### src/rtl/fifo_param.sv
// fifo_param: parametrised show-ahead FIFO that uses all DEPTH entries; occupancy count,
// almost flags, flush, sticky errors. Define FIFO_HWM_EN to build the high-water-mark register.
module fifo_param #(
  parameter int  WIDTH    = 8,
  parameter int  DEPTH    = 8,
  parameter int  AF_LEVEL = DEPTH-2,
  parameter int  AE_LEVEL = 2,
  localparam int AW       = $clog2(DEPTH)
) (
  input  logic             clk,
  input  logic             rst,
  input  logic             flush,
  input  logic [WIDTH-1:0] in,
  input  logic             we,
  output logic             full,
  output logic             almost_full,
  output logic [WIDTH-1:0] out,
  input  logic             re,
  output logic             empty,
  output logic             almost_empty,
  output logic [AW:0]      count,
  output logic             overflow,
  output logic             underflow,
  input  logic             err_clr,
  output logic [AW:0]      hwm
);

  logic [AW:0]      wr_ptr, rd_ptr, wr_nxt, rd_nxt;
  logic [WIDTH-1:0] mem [DEPTH];
  logic             wr_ok, rd_ok;

  // Extra MSB on each pointer separates full (MSBs differ) from empty (identical).
  assign empty        = (wr_ptr == rd_ptr);
  assign full         = (wr_ptr[AW-1:0] == rd_ptr[AW-1:0]) && (wr_ptr[AW] != rd_ptr[AW]);
  assign count        = wr_ptr - rd_ptr;
  assign almost_full  = 32'(count) >= 32'(AF_LEVEL);
  assign almost_empty = 32'(count) <= 32'(AE_LEVEL);
  assign out          = mem[rd_ptr[AW-1:0]];

  // A pop frees a slot in the same edge, so a full FIFO still takes we&re.
  assign wr_ok = we & (~full | re) & ~flush;
  assign rd_ok = re & ~empty & ~flush;

  always_comb begin
    wr_nxt = wr_ptr + {{AW{1'b0}}, wr_ok};
    rd_nxt = rd_ptr + {{AW{1'b0}}, rd_ok};
    if (flush) begin
      wr_nxt = '0;
      rd_nxt = '0;
    end
  end

  always_ff @(posedge clk or negedge rst) begin
    if (!rst) begin
      wr_ptr <= '0;
      rd_ptr <= '0;
    end else begin
      wr_ptr <= wr_nxt;
      rd_ptr <= rd_nxt;
    end
  end

  always_ff @(posedge clk) begin
    if (wr_ok) mem[wr_ptr[AW-1:0]] <= in;
  end

  // A new error in the same cycle as err_clr keeps the flag set.
  always_ff @(posedge clk or negedge rst) begin
    if (!rst) begin
      overflow  <= 1'b0;
      underflow <= 1'b0;
    end else begin
      if (!flush && we && full && !re) overflow <= 1'b1;
      else if (err_clr)                overflow <= 1'b0;
      if (!flush && re && empty)       underflow <= 1'b1;
      else if (err_clr)                underflow <= 1'b0;
    end
  end

`ifdef FIFO_HWM_EN
  logic [AW:0] cnt_nxt, hwm_q;

  assign cnt_nxt = wr_nxt - rd_nxt;

  // Tracks the next-state count so the mark lands on the same edge as the peak.
  always_ff @(posedge clk or negedge rst) begin
    if (!rst)                   hwm_q <= '0;
    else if (flush)             hwm_q <= '0;
    else if (err_clr)           hwm_q <= cnt_nxt;
    else if (cnt_nxt > hwm_q)   hwm_q <= cnt_nxt;
  end

  assign hwm = hwm_q;
`else
  assign hwm = '0;
`endif

endmodule

### config.mk
export PLATFORM = sky130hd
export DESIGN_NAME = fifo_param
export DESIGN_NICKNAME = d
export VERILOG_FILES = /design/src/rtl/fifo_param.sv
export SDC_FILE = /design/constraint.sdc
export NUM_CORES = 1
export LEC_CHECK = 0
export ABC_AREA = 1
export BUFFER_PORTS_ARGS = -buffer_cell sky130_fd_sc_hd__buf_2
export CAP_MARGIN = 10
export CORE_ASPECT_RATIO = 1.2
export CORE_MARGIN = 2
export CORE_UTILIZATION = 53
export DETAILED_ROUTE_END_ITERATION = 8
export GPL_TIMING_DRIVEN = 1
export PLACE_DENSITY = 0.74
export SLEW_MARGIN = 20
export SYNTH_ARGS = -nofsm -noshare
export SYNTH_HDL_FRONTEND = slang
export SYNTH_SLANG_ARGS = --single-unit
### constraint.sdc
create_clock -name clk -period 6.2 [get_ports clk]
set_clock_uncertainty 0.15 [all_clocks]
set_input_delay 1.24 -clock clk [delete_from_list [all_inputs] [get_ports clk]]
set_output_delay 1.24 -clock clk [all_outputs]
set_load 0.05 [all_outputs]
======== Yosys cells after proc, flatten, opt, wreduce, memory -nomap -nowiden ========
Memory sizes are Yosys's and may differ from the RTL's.
Index checks and enable logic that the tools add are counted.
operators by class
  reduce and logical (&&, ||, !) cells .... 10
  mux-type cells .......................... 7
  add/sub/neg operators ................... 3
  $lt $le $gt $ge ......................... 2
  eq/ne operators ......................... 3
  bitwise gates (word level) .............. 8
operator list
  operator            number
  $add 4x1->4         2
  $mux 4              2
  $logic_and 1x1->1   6
  $mux 1              5
  $and 1x1->1         4
  $eq 4x4->1          1
  $ge 4x3->1 const B  1
  $le 4x2->1 const B  1
  $reduce_bool 2->1   2
  $sub 4x4->4         1
  $eq 3x3->1          1
  $not 1->1           3
  $logic_not 1->1     2
  $ne 1x1->1          1
  $or 1x1->1          1
word-level totals
  memory bits (writable) .................. 64
  memories ................................ 1
  output and inout port bits .............. 22
  flip-flop bits (word level) ............. 10
memory list
  memory  depth  bits a word  read ports  clocked after Yosys merged registers in  write ports  RTL line  text
  mem     8      8            1           0                                        1            29        logic [WIDTH-1:0] mem [DEPTH];

======== Logic depth before layout (Yosys ltp) ========
  depth after elaboration ................. 8
  gate-level depth with buffers ........... 13
  gate-level depth less buffers ........... 11

======== Worst setup path after synthesis ========
OpenSTA, ideal clock, no wires.
  path type ............................... reg-to-output
  start point ............................. register rd_ptr[1]
  end point ............................... output almost_empty
  arrival time ............................ 2.276 ns
  setup slack ............................. 2.534 ns
  stages on the path, launching flop included .. 10
  path through ............................ dfrtp_1 -> buf_6 -> inv_2 -> buf_6 -> ha_1 -> nand3_1 -> nand2_1 -> nand2_1 -> nand2_1 -> nor2_1
on the way
  cells in the longest elaborated chain, start to end .. 2
ends and longest elaborated chain
  item                    RTL line  text
  from (decl)             28        logic [AW:0] wr_ptr, rd_ptr, wr_nxt, rd_nxt;
  from (signal assigned)  59        rd_ptr <= rd_nxt;
  $sub 4x4->4             35        assign count = wr_ptr - rd_ptr;
  via count[3]            21        output logic [AW:0] count,
  $le 4x2->1              37        assign almost_empty = 32'(count) <= 32'(AE_LEVEL);
  to (decl)               20        output logic almost_empty,
The timed path passes the listed nets, and every way through them passes these cells.

======== Worst setup path after layout ========
  start point ............................. register rd_ptr[1]
  end point ............................... output almost_empty
on the way
  cells in the longest elaborated chain, start to end .. 2
ends and longest elaborated chain
  item         RTL line
  $sub 4x4->4  35
  $le 4x2->1   37
Every way passes these cells.

==> results <==
- The flow ran to the end, and the final reports show no timing, DRC or antenna violations.
- In this run, distinct cell masters in the synthesized netlist total 23.
- The analysis attributes to cell leakage a power of 0.00186 µW.
- The finished layout holds 493 standard cells, fillers aside.
- The routability congestion estimate is 0.805.
- Clock tree synthesis found a total of 74 sinks.
- The largest single stage delay on the critical path is 780 ps.
- The peak fanout along the critical path is 19.
- Of the cells placed in the final design, the portion with a size suffix greater than 1 is 0.145.
- Measured against its own limit, the worst slew margin works out to 0.328.
- The startpoint kind of the worst setup timing path is a flip-flop.
- VDD sags by at most 0.000197 V.
- The class of the tightest hold or removal check is reg2reg.
- The final total negative setup slack is 0 ps.
- Including well taps, the total number of placed cells is 477.
- For this design, the CTS-stage hold fixing added 0 buffers.
- Row generation in the floorplan step produced 32 rows.
- For the finished layout, the period the worst path requires is 4000 ps.
- The via count of the routed design is 2438.
- The net count of the finished layout is 425.
- The total I/O pin count is 36.
- Summed over all layers, the routed wires come to 6.78 mm.
- The maximum number of pins on one net before global-route repair is 35.
- After floorplanning, the core was sized to cover 0.00649 mm².
- For this run, the share of the core covered by cells in the final layout is 0.602.
- The die outline width is 78.9 µm.
- The leading cell type in the layout, fill and taps excluded is sky130_fd_sc_hd__nand2_1.
- After synthesis, the mean cell area works out to 9.56 µm².
- The total count of hold-check failures in the final report is 0.
- The number of max-cap violations is 0.
- Using the TritonRoute via totals, the vias-per-cell ratio works out to 4.95.
- The overall overflow remaining after global route is 0.
- Relative to the synthesized area, the layout overhead comes to 9.54%.
- The slowest stage of the critical path belongs to the cell sky130_fd_sc_hd__dfrtp_1.
- The starting DRC count in detailed routing is 246.
- The type of element capturing the critical path is an output port.
- Across the whole layout, storage elements account for 0.00217 mm².
- The post-synth design cell area is 0.00357 mm².
- The max-slew violation count was 0.
- In the post-synthesis netlist, the biggest area contributors are sky130_fd_sc_hd__edfxtp_1, sky130_fd_sc_hd__nand2_1, sky130_fd_sc_hd__inv_1, sky130_fd_sc_hd__dfrtp_1, sky130_fd_sc_hd__nand3_1.
- Setup repair after global routing left no endpoint under its margin.
- The largest total area in the synthesized netlist belongs to sky130_fd_sc_hd__edfxtp_1.
- Measured in cells, the most critical reg-to-reg path has a length of 7.
- After clock tree synthesis, the repair step resized 0 gates.
- In this run, synthesis inferred 64 flip-flops with an integrated enable.
- The initial antenna violation count is 0.
- The number of fill cells is 545.
- For this run, design rule violations remaining after detail routing come to 0.
- The most used flip-flop cell after synthesis is sky130_fd_sc_hd__edfxtp_1.
- The maximum root-to-sink buffer count is 2.
- The final setup violation count is 0.
- The power after layout is 1090 µW.
- The wire length of the first global-routing pass is 10.9 mm.
- Clock-pin slew was measured on the worst setup and hold paths at 70 ps.
- For this run, the number of Yosys warnings is 0.
- Derived from the worst setup path, the maximum achievable clock frequency is 0.250 GHz.
- The arrival time at the worst endpoint is 2610 ps.
- During placement, the flow inserted port buffers numbering 31.
- Across all hold checks on the routed design, the worst slack comes to 334 ps.
- The via count of the first global-routing pass is 2273.
- The first-pass iteration count of the detailed router is 4.
- Walking the worst path, the cells encountered are inv_2 > fa_1 > xnor2_1 > nand2_1 > nor2_1 > buf_2.
- The final worst-path cycle share is 0.646.
- In this run the vertical extent of the chip is 93.9 µm.
- The CTS root buffer is sky130_fd_sc_hd__clkbuf_8.
- The multi-input combinational cells in the finished layout cover a total of 990 µm².
- The clock reaches the later pin of the worst-skew pair after 340 ps.
- The clock tree synthesis step divided the H-tree into 3 levels.
- The hold-critical path depth is 2.
- The top cell type's share of synthesized area is 0.539.
- In the layout the commonest cells are sky130_fd_sc_hd__nand2_1, sky130_fd_sc_hd__inv_1, sky130_fd_sc_hd__edfxtp_1.
- The power density over the cells is 278 mW/mm².
- The total track usage is 0.203.
- The die area is 0.00740 mm².
- After detailed routing, the average wire length per cell comes to 13.7 µm.
- In this run, CTS created clock tree buffers numbering 9.
- For the pin with the worst max-slew slack, the measured transition is 1000 ps.
- The HPWL after detailed placement is 4.56 mm.
- The count of nets left with antenna violations once routing finished came out at 0.
- For this run, the register share of the synthesized area comes to 0.609.
- The initial core utilization is 0.550.
- The share of synthesized flip-flops with an asynchronous set or reset is 0.135.
- Synthesis produced a netlist whose cell count is 373.
- After synthesis the netlist holds a flip-flop and latch count of 74.
- Post-CTS timing repair inserted 0 buffers for setup.
- The number of diodes is 0.
- For the worst setup path, the data required time is 4810 ps.
- The setup path with the least slack is of type reg2out.
- The TritonCTS clock tree is built.
[synth_stat cells, types with 2 or more instances]
cell and count:
sky130_fd_sc_hd__nand2_2 7, sky130_fd_sc_hd__inv_1 67, sky130_fd_sc_hd__buf_4 6, sky130_fd_sc_hd__nand3_1 38
sky130_fd_sc_hd__nand3_2 2, sky130_fd_sc_hd__ha_1 7, sky130_fd_sc_hd__edfxtp_1 64, sky130_fd_sc_hd__nand2_1 131
sky130_fd_sc_hd__buf_6 6, sky130_fd_sc_hd__xnor2_1 2, sky130_fd_sc_hd__a21oi_1 4, sky130_fd_sc_hd__nor2_1 14
sky130_fd_sc_hd__buf_2 3, sky130_fd_sc_hd__o21ai_0 4, sky130_fd_sc_hd__dfrtp_1 10
[metal layers]
layer / wire (µm) / track usage / part of all wire
met1: 2850 / 0.240 / 0.42
met2: 3530 / 0.342 / 0.52
met3: 268 / 0.0481 / 0.040
met4: 136 / 0.112 / 0.020
met5: 0 / 0 / 0
[flip-flops by register name, summed over array words and instances, names as in the netlist]
name / flops
underflow: 1
rd_ptr: 4
overflow: 1
wr_ptr: 4
mem: 64
[critical path, delay by kind of cell (launching register included)]
kind / cells / cell delay [ps]
xor gates and xnor gates: 1 / 210
adders and majority gates: 1 / 500
and+or+nand+nor: 2 / 170
DFF: 1 / 780
buffers and inverters: 2 / 600
[cell families after synthesis]
kind of cell	count (synthesis)	share of synthesized area
simple gates	194	0.227
flops	74	0.609
fa+ha+maj	8	0.0302
xor+xnor	2	0.00491
compound gates	8	0.0112
other cells	1	0.00105
buf+inv	86	0.116
[cell type report]
| class | count | area share |
|---|---|---|
| Sequential cell | 74 | 0.556 |
| Multi-Input combinational cell | 216 | 0.253 |
| Inverter | 70 | 0.0685 |
| Timing Repair Buffer | 32 | 0.0416 |
| Clock buffer | 9 | 0.0317 |
| Tap cell | 85 | 0.0272 |
| Clock inverter | 7 | 0.0215 |
[report_power, final]
group	switching [µW]	leakage [µW]	internal, µW
clock network	167	0.000110	222
registers	4.13	0.000715	548
logic	111	0.00104	32.1
[worst paths after layout]
check | startpoint | end | slack (ps)
worst min-delay path | underflow | underflow | 330
min in group asynchronous | rst | underflow | 600
worst max register to register | rd_ptr[1] | mem[0][2] | 2970
worst max-delay path | rd_ptr[1] | almost_empty | 2200
worst min register to register | underflow | underflow | 330
max in group asynchronous | rst | wr_ptr[1] | 5100
[through the flow]
step	area (µm²)	worst slack (ps)
finish	3910	2200
global route	3910	1970
CTS	3910	2170
detailed placement	3700	2550
global placement	3700	2650
floorplan	3580	2530
No activity file was read; power rests on OpenSTA's default activity.
